## config.mk

```make
export PLATFORM = sky130hd
export DESIGN_NAME = trace_logger_flat
export DESIGN_NICKNAME = d
export VERILOG_FILES = /design/src/rtl/trace_logger_if.sv /design/src/rtl/trace_logger.sv /design/src/flat_wrapper.sv
export SDC_FILE = /design/constraint.sdc
export NUM_CORES = 1
export LEC_CHECK = 0
export ABC_AREA = 1
export CORE_MARGIN = 5
export CORE_UTILIZATION = 35
export CTS_BUF_LIST = sky130_fd_sc_hd__clkbuf_8
export DETAILED_ROUTE_END_ITERATION = 8
export PLACE_DENSITY = 0.68
export RECOVER_POWER = 25
export SYNTH_ARGS = -nofsm -noshare
export SYNTH_HDL_FRONTEND = slang
export SYNTH_SLANG_ARGS = --single-unit
```

## constraint.sdc

```tcl
create_clock -name CLK_I -period 3.2 [get_ports CLK_I]
set_input_delay 0.64 -clock CLK_I [delete_from_list [all_inputs] [get_ports CLK_I]]
set_output_delay 0.64 -clock CLK_I [all_outputs]
set_load 0.05 [all_outputs]
```

## src/rtl/trace_logger_if.sv

```systemverilog
`default_nettype none
// ============================================================================
// Module   : trace_logger_if
// Purpose  : Tracer / trace-memory signal bundle for trace_logger.
//            Optional FILL_O present when TRB_LOGGER_FILL_LEVEL_EN is defined.
// Revision : 1.0 - initial release
// ============================================================================
interface trace_logger_if #(
  parameter int TRB_WIDTH       = 32,
  parameter int TRB_DEPTH       = 64,
  parameter int TRB_ADDR_WIDTH  = $clog2(TRB_DEPTH),
  parameter int TRB_DELAY_BITS  = 4,
  parameter int TRB_NTRACE_BITS = 3
);
  localparam int POS_W  = $clog2(TRB_WIDTH);
  localparam int STAT_W = 1 + TRB_ADDR_WIDTH + POS_W;

  logic                       CONF_TRG_MODE_I;
  logic [TRB_NTRACE_BITS-1:0] CONF_TRG_NUM_TRACES_I;
  logic [TRB_DELAY_BITS-1:0]  CONF_TRG_DELAY_I;
  logic [STAT_W-1:0]          STAT_O;
  logic                       RW_TURN_I;
  logic                       WRITE_O;
  logic                       WRITE_ALLOW_I;
  logic                       READ_ALLOW_I;
  logic [TRB_ADDR_WIDTH-1:0]  READ_PTR_O;
  logic [TRB_WIDTH-1:0]       DMEM_I;
  logic [TRB_ADDR_WIDTH-1:0]  WRITE_PTR_O;
  logic [TRB_WIDTH-1:0]       DMEM_O;
  logic                       MODE_O;
  logic [TRB_NTRACE_BITS-1:0] NTRACE_O;
  logic [POS_W-1:0]           EVENT_POS_I;
  logic                       TRG_EVENT_I;
  logic                       TRG_DELAYED_O;
  logic [TRB_WIDTH-1:0]       DATA_O;
  logic                       LOAD_REQUEST_I;
  logic                       LOAD_GRANT_O;
  logic [TRB_WIDTH-1:0]       DATA_I;
  logic                       STORE_I;
  logic                       STORE_PERM_O;
`ifdef TRB_LOGGER_FILL_LEVEL_EN
  logic [TRB_ADDR_WIDTH-1:0]  FILL_O;
`endif

  modport slave (
    input  CONF_TRG_MODE_I, CONF_TRG_NUM_TRACES_I, CONF_TRG_DELAY_I,
    input  RW_TURN_I, WRITE_ALLOW_I, READ_ALLOW_I, DMEM_I,
    input  EVENT_POS_I, TRG_EVENT_I, LOAD_REQUEST_I, DATA_I, STORE_I,
`ifdef TRB_LOGGER_FILL_LEVEL_EN
    output FILL_O,
`endif
    output STAT_O, WRITE_O, READ_PTR_O, WRITE_PTR_O, DMEM_O, MODE_O, NTRACE_O,
    output TRG_DELAYED_O, DATA_O, LOAD_GRANT_O, STORE_PERM_O
  );

  modport master (
    output CONF_TRG_MODE_I, CONF_TRG_NUM_TRACES_I, CONF_TRG_DELAY_I,
    output RW_TURN_I, WRITE_ALLOW_I, READ_ALLOW_I, DMEM_I,
    output EVENT_POS_I, TRG_EVENT_I, LOAD_REQUEST_I, DATA_I, STORE_I,
`ifdef TRB_LOGGER_FILL_LEVEL_EN
    input  FILL_O,
`endif
    input  STAT_O, WRITE_O, READ_PTR_O, WRITE_PTR_O, DMEM_O, MODE_O, NTRACE_O,
    input  TRG_DELAYED_O, DATA_O, LOAD_GRANT_O, STORE_PERM_O
  );
endinterface
`default_nettype wire

```

## src/rtl/trace_logger.sv

```systemverilog
`default_nettype none
// ============================================================================
// Module   : trace_logger
// Purpose  : Ring-buffer controller between the Tracer and the dual-slot TRB
//            memory; FILL_O added when TRB_LOGGER_FILL_LEVEL_EN is defined.
// Revision : 1.0 - initial release
// ============================================================================
module trace_logger #(
  parameter int TRB_WIDTH       = 32,
  parameter int TRB_DEPTH       = 64,
  parameter int TRB_ADDR_WIDTH  = $clog2(TRB_DEPTH),
  parameter int TRB_DELAY_BITS  = 4,
  parameter int TRB_NTRACE_BITS = 3
) (
  input  logic           CLK_I,
  input  logic           RST_I,
  trace_logger_if.slave  bus
);
  localparam int POS_W = $clog2(TRB_WIDTH);
  localparam logic [TRB_ADDR_WIDTH-1:0] c_ptr_one  = TRB_ADDR_WIDTH'(1);
  localparam logic [TRB_ADDR_WIDTH-1:0] c_ptr_last = TRB_ADDR_WIDTH'(TRB_DEPTH - 1);

  logic [TRB_ADDR_WIDTH-1:0]  r_write_ptr;
  logic [TRB_ADDR_WIDTH-1:0]  r_read_ptr;
  logic                       r_hold_valid;
  logic [TRB_WIDTH-1:0]       r_hold_data;
  logic                       r_pending;
  logic                       r_rd_p1;
  logic                       r_rd_p2;
  logic                       r_rd_p3;
  logic                       r_grant;
  logic [TRB_WIDTH-1:0]       r_data;
  logic                       r_trg_event;
  logic [TRB_ADDR_WIDTH-1:0]  r_event_addr;
  logic [POS_W-1:0]           r_event_pos;
  logic [TRB_DELAY_BITS-1:0]  r_delay_cnt;
  logic                       r_trg_delayed;
  logic                       r_mode;
  logic [TRB_NTRACE_BITS-1:0] r_ntrace;

  logic w_empty;
  logic w_full;
  logic w_store_perm;
  logic w_store;
  logic w_write;
  logic w_issue;
  logic w_trigger;

  // read_ptr points at the last consumed slot, so one slot always stays unused
  assign w_empty      = ((r_read_ptr + c_ptr_one) == r_write_ptr);
  assign w_full       = (r_write_ptr == r_read_ptr);
  assign w_store_perm = !r_hold_valid && !(r_mode && r_trg_delayed) && !(!r_mode && w_full);
  assign w_store      = bus.STORE_I && w_store_perm;
  assign w_write      = r_hold_valid && !bus.RW_TURN_I && bus.WRITE_ALLOW_I && (!w_full || r_mode);
  assign w_issue      = r_pending && !w_empty && bus.RW_TURN_I && bus.READ_ALLOW_I &&
                        (!r_mode || r_trg_delayed);
  assign w_trigger    = bus.TRG_EVENT_I && !r_trg_event;

  always_ff @(posedge CLK_I) begin
    if (RST_I) begin
      r_write_ptr   <= '0;
      r_read_ptr    <= c_ptr_last;
      r_hold_valid  <= 1'b0;
      r_hold_data   <= '0;
      r_pending     <= 1'b0;
      r_rd_p1       <= 1'b0;
      r_rd_p2       <= 1'b0;
      r_rd_p3       <= 1'b0;
      r_grant       <= 1'b0;
      r_data        <= '0;
      r_trg_event   <= 1'b0;
      r_event_addr  <= '0;
      r_event_pos   <= '0;
      r_delay_cnt   <= '0;
      r_trg_delayed <= 1'b0;
      r_mode        <= 1'b0;
      r_ntrace      <= '0;
    end else begin
      r_mode   <= bus.CONF_TRG_MODE_I;
      r_ntrace <= bus.CONF_TRG_NUM_TRACES_I;

      if (w_store) begin
        r_hold_valid <= 1'b1;
        r_hold_data  <= bus.DATA_I;
      end else if (w_write) begin
        r_hold_valid <= 1'b0;
      end

      if (w_write)
        r_write_ptr <= r_write_ptr + c_ptr_one;
      // capture-mode overwrite of a full ring drops the oldest word
      if (w_issue || (w_write && w_full))
        r_read_ptr <= r_read_ptr + c_ptr_one;

      if (w_issue)
        r_pending <= 1'b0;
      else if (bus.LOAD_REQUEST_I)
        r_pending <= 1'b1;

      // issue -> RAM address sample -> data capture -> grant
      r_rd_p1 <= w_issue;
      r_rd_p2 <= r_rd_p1;
      r_rd_p3 <= r_rd_p2;
      r_grant <= r_rd_p3;
      if (r_rd_p2)
        r_data <= bus.DMEM_I;

      if (w_trigger) begin
        r_trg_event  <= 1'b1;
        r_event_addr <= r_write_ptr;
        r_event_pos  <= bus.EVENT_POS_I;
        r_delay_cnt  <= bus.CONF_TRG_DELAY_I;
      end else if (r_trg_event && w_write && (r_delay_cnt != '0)) begin
        r_delay_cnt <= r_delay_cnt - TRB_DELAY_BITS'(1);
      end

      r_trg_delayed <= r_trg_delayed || (r_trg_event && (r_delay_cnt == '0));
    end
  end

  assign bus.STAT_O        = {r_trg_event, r_event_addr, r_event_pos};
  assign bus.WRITE_O       = w_write;
  assign bus.READ_PTR_O    = r_read_ptr;
  assign bus.WRITE_PTR_O   = r_write_ptr;
  assign bus.DMEM_O        = r_hold_data;
  assign bus.MODE_O        = r_mode;
  assign bus.NTRACE_O      = r_ntrace;
  assign bus.TRG_DELAYED_O = r_trg_delayed;
  assign bus.DATA_O        = r_data;
  assign bus.LOAD_GRANT_O  = r_grant;
  assign bus.STORE_PERM_O  = w_store_perm;

`ifdef TRB_LOGGER_FILL_LEVEL_EN
  assign bus.FILL_O = RST_I ? '0 : (r_write_ptr - r_read_ptr - c_ptr_one);
`endif

endmodule
`default_nettype wire

```

## src/flat_wrapper.sv

```systemverilog
// flat-port wrapper written by rule: the top's interface ports become plain ports
module trace_logger_flat 
#(
  parameter int TRB_WIDTH       = 32,
  parameter int TRB_DEPTH       = 64,
  parameter int TRB_ADDR_WIDTH  = $clog2(TRB_DEPTH),
  parameter int TRB_DELAY_BITS  = 4,
  parameter int TRB_NTRACE_BITS = 3
)
  (CLK_I, RST_I, bus_CONF_TRG_MODE_I, bus_CONF_TRG_NUM_TRACES_I, bus_CONF_TRG_DELAY_I, bus_RW_TURN_I, bus_WRITE_ALLOW_I, bus_READ_ALLOW_I, bus_DMEM_I, bus_EVENT_POS_I, bus_TRG_EVENT_I, bus_LOAD_REQUEST_I, bus_DATA_I, bus_STORE_I, bus_STAT_O, bus_WRITE_O, bus_READ_PTR_O, bus_WRITE_PTR_O, bus_DMEM_O, bus_MODE_O, bus_NTRACE_O, bus_TRG_DELAYED_O, bus_DATA_O, bus_LOAD_GRANT_O, bus_STORE_PERM_O);
  trace_logger_if #(.TRB_WIDTH(TRB_WIDTH), .TRB_DEPTH(TRB_DEPTH), .TRB_ADDR_WIDTH(TRB_ADDR_WIDTH), .TRB_DELAY_BITS(TRB_DELAY_BITS), .TRB_NTRACE_BITS(TRB_NTRACE_BITS)) bus_i ();
  input  logic CLK_I;
  input  logic RST_I;
  input wire logic [$bits(bus_i.CONF_TRG_MODE_I)-1:0] bus_CONF_TRG_MODE_I;
  input wire logic [$bits(bus_i.CONF_TRG_NUM_TRACES_I)-1:0] bus_CONF_TRG_NUM_TRACES_I;
  input wire logic [$bits(bus_i.CONF_TRG_DELAY_I)-1:0] bus_CONF_TRG_DELAY_I;
  input wire logic [$bits(bus_i.RW_TURN_I)-1:0] bus_RW_TURN_I;
  input wire logic [$bits(bus_i.WRITE_ALLOW_I)-1:0] bus_WRITE_ALLOW_I;
  input wire logic [$bits(bus_i.READ_ALLOW_I)-1:0] bus_READ_ALLOW_I;
  input wire logic [$bits(bus_i.DMEM_I)-1:0] bus_DMEM_I;
  input wire logic [$bits(bus_i.EVENT_POS_I)-1:0] bus_EVENT_POS_I;
  input wire logic [$bits(bus_i.TRG_EVENT_I)-1:0] bus_TRG_EVENT_I;
  input wire logic [$bits(bus_i.LOAD_REQUEST_I)-1:0] bus_LOAD_REQUEST_I;
  input wire logic [$bits(bus_i.DATA_I)-1:0] bus_DATA_I;
  input wire logic [$bits(bus_i.STORE_I)-1:0] bus_STORE_I;
  output wire logic [$bits(bus_i.STAT_O)-1:0] bus_STAT_O;
  output wire logic [$bits(bus_i.WRITE_O)-1:0] bus_WRITE_O;
  output wire logic [$bits(bus_i.READ_PTR_O)-1:0] bus_READ_PTR_O;
  output wire logic [$bits(bus_i.WRITE_PTR_O)-1:0] bus_WRITE_PTR_O;
  output wire logic [$bits(bus_i.DMEM_O)-1:0] bus_DMEM_O;
  output wire logic [$bits(bus_i.MODE_O)-1:0] bus_MODE_O;
  output wire logic [$bits(bus_i.NTRACE_O)-1:0] bus_NTRACE_O;
  output wire logic [$bits(bus_i.TRG_DELAYED_O)-1:0] bus_TRG_DELAYED_O;
  output wire logic [$bits(bus_i.DATA_O)-1:0] bus_DATA_O;
  output wire logic [$bits(bus_i.LOAD_GRANT_O)-1:0] bus_LOAD_GRANT_O;
  output wire logic [$bits(bus_i.STORE_PERM_O)-1:0] bus_STORE_PERM_O;
  assign bus_i.CONF_TRG_MODE_I = bus_CONF_TRG_MODE_I;
  assign bus_i.CONF_TRG_NUM_TRACES_I = bus_CONF_TRG_NUM_TRACES_I;
  assign bus_i.CONF_TRG_DELAY_I = bus_CONF_TRG_DELAY_I;
  assign bus_i.RW_TURN_I = bus_RW_TURN_I;
  assign bus_i.WRITE_ALLOW_I = bus_WRITE_ALLOW_I;
  assign bus_i.READ_ALLOW_I = bus_READ_ALLOW_I;
  assign bus_i.DMEM_I = bus_DMEM_I;
  assign bus_i.EVENT_POS_I = bus_EVENT_POS_I;
  assign bus_i.TRG_EVENT_I = bus_TRG_EVENT_I;
  assign bus_i.LOAD_REQUEST_I = bus_LOAD_REQUEST_I;
  assign bus_i.DATA_I = bus_DATA_I;
  assign bus_i.STORE_I = bus_STORE_I;
  assign bus_STAT_O = bus_i.STAT_O;
  assign bus_WRITE_O = bus_i.WRITE_O;
  assign bus_READ_PTR_O = bus_i.READ_PTR_O;
  assign bus_WRITE_PTR_O = bus_i.WRITE_PTR_O;
  assign bus_DMEM_O = bus_i.DMEM_O;
  assign bus_MODE_O = bus_i.MODE_O;
  assign bus_NTRACE_O = bus_i.NTRACE_O;
  assign bus_TRG_DELAYED_O = bus_i.TRG_DELAYED_O;
  assign bus_DATA_O = bus_i.DATA_O;
  assign bus_LOAD_GRANT_O = bus_i.LOAD_GRANT_O;
  assign bus_STORE_PERM_O = bus_i.STORE_PERM_O;
  trace_logger #(.TRB_WIDTH(TRB_WIDTH), .TRB_DEPTH(TRB_DEPTH), .TRB_ADDR_WIDTH(TRB_ADDR_WIDTH), .TRB_DELAY_BITS(TRB_DELAY_BITS), .TRB_NTRACE_BITS(TRB_NTRACE_BITS)) u_core (.CLK_I(CLK_I), .RST_I(RST_I), .bus(bus_i));
endmodule
```

== After elaboration in Yosys (flattened, before gate mapping) ==
Cells that the tools add are included.

* Flip-flop bits (word level): 103
* Logic and storage cells: 60
* Bits in writable memories: 0
* Input bits: 85
* Memories kept: 0
* Latch bits: 0
* Memory bits (read-only): 0
* Output and inout bits: 96

* Reductions and logical operators: 34
* Add/sub/neg operators: 3
* Equal/unequal tests: 2
* Order comparisons: 0
* Divide/modulo/power cells: 0
* Multipliers: 0
* Mux-type cells: 4
* Shifts and indexed selects: 0
* Bitwise logic cells: 0

{| class="wikitable"
|+ Operator list
! kind !! count
|-
| logical AND 1 bit || 17
|-
| adder 6 x 1 -> 6 bit (second input constant) || 2
|-
| equality test 6 bit || 2
|-
| logical NOT 1 bit || 8
|-
| two-way mux 4 bit || 2
|-
| logical NOT 4 bit || 1
|-
| logical OR 1 bit || 4
|-
| nonzero test 2 bit || 2
|-
| nonzero test 4 bit || 1
|-
| subtractor 4 x 1 -> 4 bit (second input constant) || 1
|-
| two-way mux 1 bit || 2
|-
| OR reduction 2 bit || 1
|}

== Longest topological paths before layout ==
Gate-level depths: netlist of the first run.

* Word-level depth: 8
* Mapped depth: 12
* Mapped depth without buffers: 12

== Worst setup path before layout of the first run ==
OpenSTA, ideal clock, no wires.

* Kind: reg2out
* Start: register u_core.r_write_ptr[4], in the netlist u_core.bus.WRITE_PTR_O[4]
* End: output bus_WRITE_O
* Path buffers: 0
* Slack: 0.990 ns
* Cell stages (with the launch flop): 8
* Arrival: 1.570 ns
* Data required time: 2.560 ns
* Path through: dfxtp_1 -> inv_1 -> nand2_1 -> nand3_1 -> nor2_4 -> nand3_4 -> nand2_2 -> inv_2

* Longest elaborated chain between the ends: 4

{| class="wikitable"
|+ RTL lines
! what !! line !! text
|-
| from (decl) || trace_logger.sv:23 || <nowiki>logic [TRB_ADDR_WIDTH-1:0] r_write_ptr;</nowiki>
|-
| from (signal assigned) || trace_logger.sv:90 || <nowiki>r_write_ptr <= r_write_ptr + c_ptr_one;</nowiki>
|-
| equality test 6 bit || trace_logger.sv:51 || <nowiki>assign w_full = (r_write_ptr == r_read_ptr);</nowiki>
|-
| logical NOT 1 bit || trace_logger.sv:54 || <nowiki>assign w_write = r_hold_valid && !bus.RW_TURN_I && bus.WRITE_ALLOW_I && (!w_full || r_mode);</nowiki>
|-
| logical OR 1 bit || trace_logger.sv:54 ||
|-
| logical AND 1 bit || trace_logger.sv:54 ||
|-
| to (decl) || flat_wrapper.sv:27 || <nowiki>output wire logic [$bits(bus_i.WRITE_O)-1:0] bus_WRITE_O;</nowiki>
|}

Every way passes these cells.

== Final worst setup path of the first run ==
* Start: register u_core.r_write_ptr[3], in the netlist u_core.bus.WRITE_PTR_O[3]
* End: output bus_STORE_PERM_O

* Longest elaborated chain between the ends: 4

{| class="wikitable"
|+ RTL lines
! what !! line !! text
|-
| equality test 6 bit || trace_logger.sv:51 ||
|-
| logical AND 1 bit || trace_logger.sv:52 || <nowiki>assign w_store_perm = !r_hold_valid && !(r_mode && r_trg_delayed) && !(!r_mode && w_full);</nowiki>
|-
| logical NOT 1 bit || trace_logger.sv:52 ||
|-
| logical AND 1 bit || trace_logger.sv:52 ||
|-
| to (decl) || flat_wrapper.sv:36 || <nowiki>output wire logic [$bits(bus_i.STORE_PERM_O)-1:0] bus_STORE_PERM_O;</nowiki>
|}

Every way passes these cells.

==> results list, run 1 <==
* Result of the run: complete, no violations
* Wire length of the first global-routing pass: 19.9 mm
- Antenna violation net count after detailed routing: 0
* Chip Height: ~120 microns
- Clock-pin slew was measured on the worst setup and hold paths at 100 ps.
* IO buf count: 180
* Number of synthesis warnings: 0
- Summed over all cells, the static leakage comes to roughly 0.0029 uW.
* Via count: ~4.3k
- The number of global-route vias before repair is 4,158.
- After detailed routing, the average wire length per cell comes to 13.5 microns.
- Crit start category: flip-flop
- Broken down by cell family, the worst path's largest delay share belongs to buffers and inverters.
- The die is 121 microns wide.
- Synthesis produced a netlist with a net count of between 600 and 700.
- Total Negative Setup Slacks: 0 ps
- Global routing finished with a remaining overflow of 0.
* Initial antenna violation count: 0
* Total power consumption of the routed design: 3060 uW
- Max-slew headroom at the worst pin: 37.2%
- Counting every instance in the synthesized netlist gives 600.
- The initial utilization of the core area, before any placement, comes to roughly 36%.
- In this run the worst path has a maximum fanout of 6.
* Reg-to-Reg Start: u_core.bus.READ_PTR_O[1]
- Dividing the final minimum period by the clock period gives 89.3%.
- Min-delay worst type: reg -> reg
* Largest net degree at the start of global routing: 45
- Max-cap violations in this run came to 0.
- Count of pins over their slew limit: 0
* Area leader, netlist: sky130_fd_sc_hd__dfxtp_1
* Flops & latches, synth: 103
- The first detailed-routing pass ran for 4 iterations.
- From synthesis to final layout, the design area changed by 48.8%.
* Number of synthesized flops with an enable pin: 0
- Required time of the critical path: around 2600 ps
- Total Wirelength: 12.7 mm
- The number of clock buffers added by TritonCTS is 9.
- Each instance of the synthesized netlist takes up on average slightly above 7 sq um.
* Placed cell count: approximately 930
- In the synthesized netlist the dominant register cell turns out to be sky130_fd_sc_hd__dfxtp_1.
- Drt first-iter violations: 143
* Diodes inserted: 0
- In this run the worst setup path begins at u_core.bus.WRITE_PTR_O[3].
* Count of buffering cells on the critical path with inverters included: 3
- Setup WS post-layout: 344 ps
- The H-tree was split into 3 levels.
* Cell with the most instances after synthesis: sky130_fd_sc_hd__nor2_1
- Routability-driven placement finished with a final weighted congestion of 0.871.
- Among all stages on the critical path, the largest delay is contributed by sky130_fd_sc_hd__clkdlybuf4s50_1.
- CTS saw 103 sinks.
- After detailed routing, the number of vias per cell comes to between 4 and 5.
* Minimum clock period: 2860 ps
* Post-Synthesis Cell Area: 0.00432 sq mm
- Arr. time, crit path: 2220 ps
* Final Instance Count excl. Fillers: 943
* Layout Nets: ~860
* Site Rows: 40
- Nature of the critical path endpoint: output pin
- Leading cell types by total area after synthesis: sky130_fd_sc_hd__dfxtp_1 (48%), sky130_fd_sc_hd__nor2_1 (13%), sky130_fd_sc_hd__nand2_1 (9.0%), sky130_fd_sc_hd__o21ai_0 (6.0%), sky130_fd_sc_hd__inv_1 (5.7%)
* Unrepaired setup endpoints after global routing: no
- Critical path, cell by cell: inv_1, nand2_1, nand2_1, nand2_2, nor2_4, nand3_4, nand2_1, inv_1, clkdlybuf4s50_1
* Longest individual stage delay on the worst path: 800 ps
- Startpoint of the most critical hold path: u_core.r_rd_p3
* WS Path Type: reg -> out
- For flop-to-flop paths, the worst setup slack is 1090 ps.
* Drt drc: 0
* CTS resizes: 0
- VDD sags by at most 253 uV.
* Synth top cells by count: sky130_fd_sc_hd__nor2_1 (151), sky130_fd_sc_hd__nand2_1 (104), sky130_fd_sc_hd__dfxtp_1 (103)
* Root Driver: sky130_fd_sc_hd__clkbuf_8
- Power density over the cells: 476 mW/mm^2
- Floorplan die area: 0.0147 sq mm
- Layout cells sized above 1: 6.71%
* Sequential-to-total area share from yosys stat: a little under half
- Synthesis instantiated 27 different standard cells from the library.
- Final Skew: between 8 and 9 ps
- Number of buffers added to fix hold violations after cts: 0
- Post-DP HPWL: between 9 and 10 mm
- The region available for standard cell placement spans 0.0121 sq mm.
- Maximum achievable frequency: around 350 MHz
- The top cell type by area accounts for 47.8% of the synthesized area.
- Number of hold violations in the final report: 0
* Most Frequent Cell on Critical Path: sky130_fd_sc_hd__nand2_1
- Counting along the longest clock path gives a buffer depth of 2.
- GRT Util Overall: 17.1%
- Setup violations remaining at the end of the flow were counted as 0.
* Pin slew with the least headroom to its limit: approximately 940 ps
- Clk Latency, worst-skew pair: 380 ps
- Worst setup slack before clock tree synthesis: just over 700 ps
- Buffer count from post-CTS setup fixing: 0
* Async SR Flop Fraction: 0%
- Pin placement for this block handled about 180 I/O pins.
- TritonCTS built the clock tree.
where the power goes:
part | switching, uW | total, uW | internal, uW
Sequential | 42.8 | 1400 | 1350
Clock | 452 | 918 | 466
Combinational | 457 | 743 | 286
Total | 953 | 3060 | 2100
metal layers:
layer / vias to the layer above / track usage [%] / share of wire, %
li1: 2162 / - / -
met1: 1928 / 20.1 / 41
met2: 171 / 27.5 / 46
met3: 17 / 7.13 / 11
met4: 0 / 7.08 / 1.9
met5: - / 0 / 0
state kept, by name, indices dropped and copies added (netlist names), 3 cells and up:
register                count
u_core.bus.DATA_O          32
u_core.bus.DMEM_O          32
u_core.bus.READ_PTR_O       6
u_core.bus.WRITE_PTR_O      6
u_core.r_event_addr         6
u_core.r_event_pos          5
u_core.r_delay_cnt          4
u_core.bus.NTRACE_O         3
final cells by class:
class	instances	area, sq um
tap	168	210
clock buffer	10	138
multi-input combinational	401	1810
inverter	69	259
clock inverter	6	92.6
fill	1146	5640
timing repair buffer	186	1850
sequential	103	2060
worst reg2reg max path: stages (launching register included):
cell and delay [ps]:
sky130_fd_sc_hd__dfxtp_1 440, sky130_fd_sc_hd__ha_1 290, sky130_fd_sc_hd__nand3_1 170, sky130_fd_sc_hd__inv_1 90, sky130_fd_sc_hd__nand2_1 50, sky130_fd_sc_hd__nand2_1 50
sky130_fd_sc_hd__inv_1 40, sky130_fd_sc_hd__nor2_1 80, sky130_fd_sc_hd__nand3_1 110, sky130_fd_sc_hd__nand2_1 310, sky130_fd_sc_hd__nand2_2 190, sky130_fd_sc_hd__nand2_1 100
sky130_fd_sc_hd__nand3_1 60
cells in the final DEF, fill, tap and decap left out, drive strengths merged:
master and count:
clkinv 1, clkinvlp 2, o21ai 52, a21oi 20
clkdlybuf4s50 178, nand2 118, bufinv 2, nor4 1
dfxtp 103, xnor2 1, ha 3, nor2 165
clkbuf 12, nor3 2, xor2 9, nand3 28
and3b 1, dlygate4sd3 1, buf 5, inv 70
nand4 1
worst paths after layout:
check,to,depth (start not counted)
worst max-delay path,bus_STORE_PERM_O,9
worst min-delay path,u_core.bus.LOAD_GRANT_O,2
worst max register to register,u_core.bus.READ_PTR_O[4],12
worst min register to register,u_core.bus.LOAD_GRANT_O,2
metrics by stage:
stage / util, % / hold slack [ps] / cell area, sq um
5_1_grt: 53.3 / 427 / 6420
3_5_place_dp: 51.6 / 399 / 6220
3_3_place_gp: 51.6 / 397 / 6220
4_1_cts: 53.5 / 415 / 6450
2_1_floorplan: - / 388 / 4320
6_report: 53.3 / 412 / 6420
cell families after synthesis:
logic type | after synthesis | synth area share, %
AND/OR/NAND/NOR | 316 | 30.9
flip-flops | 103 | 47.8
buffers and inverters | 96 | 10.1
AO/OA/AOI/OAI | 72 | 8.35
XOR/XNOR | 10 | 2.03
adder cells (fa/ha/maj) | 3 | 0.870
No activity file was read; power rests on OpenSTA's default activity.
==> inputs of run 2 (changes only) <==
- SETUP_SLACK_MARGIN: not set -> 0.1
==> results of run 2 <==
No change in the layout: final DEF, timing and power equal those of run 1.
==> inputs of run 3 (changes only) <==
- ABC_CLOCK_PERIOD_IN_PS: not set -> 3200
==> results of run 3 <==
No change in the layout: final DEF, timing and power equal those of run 1.
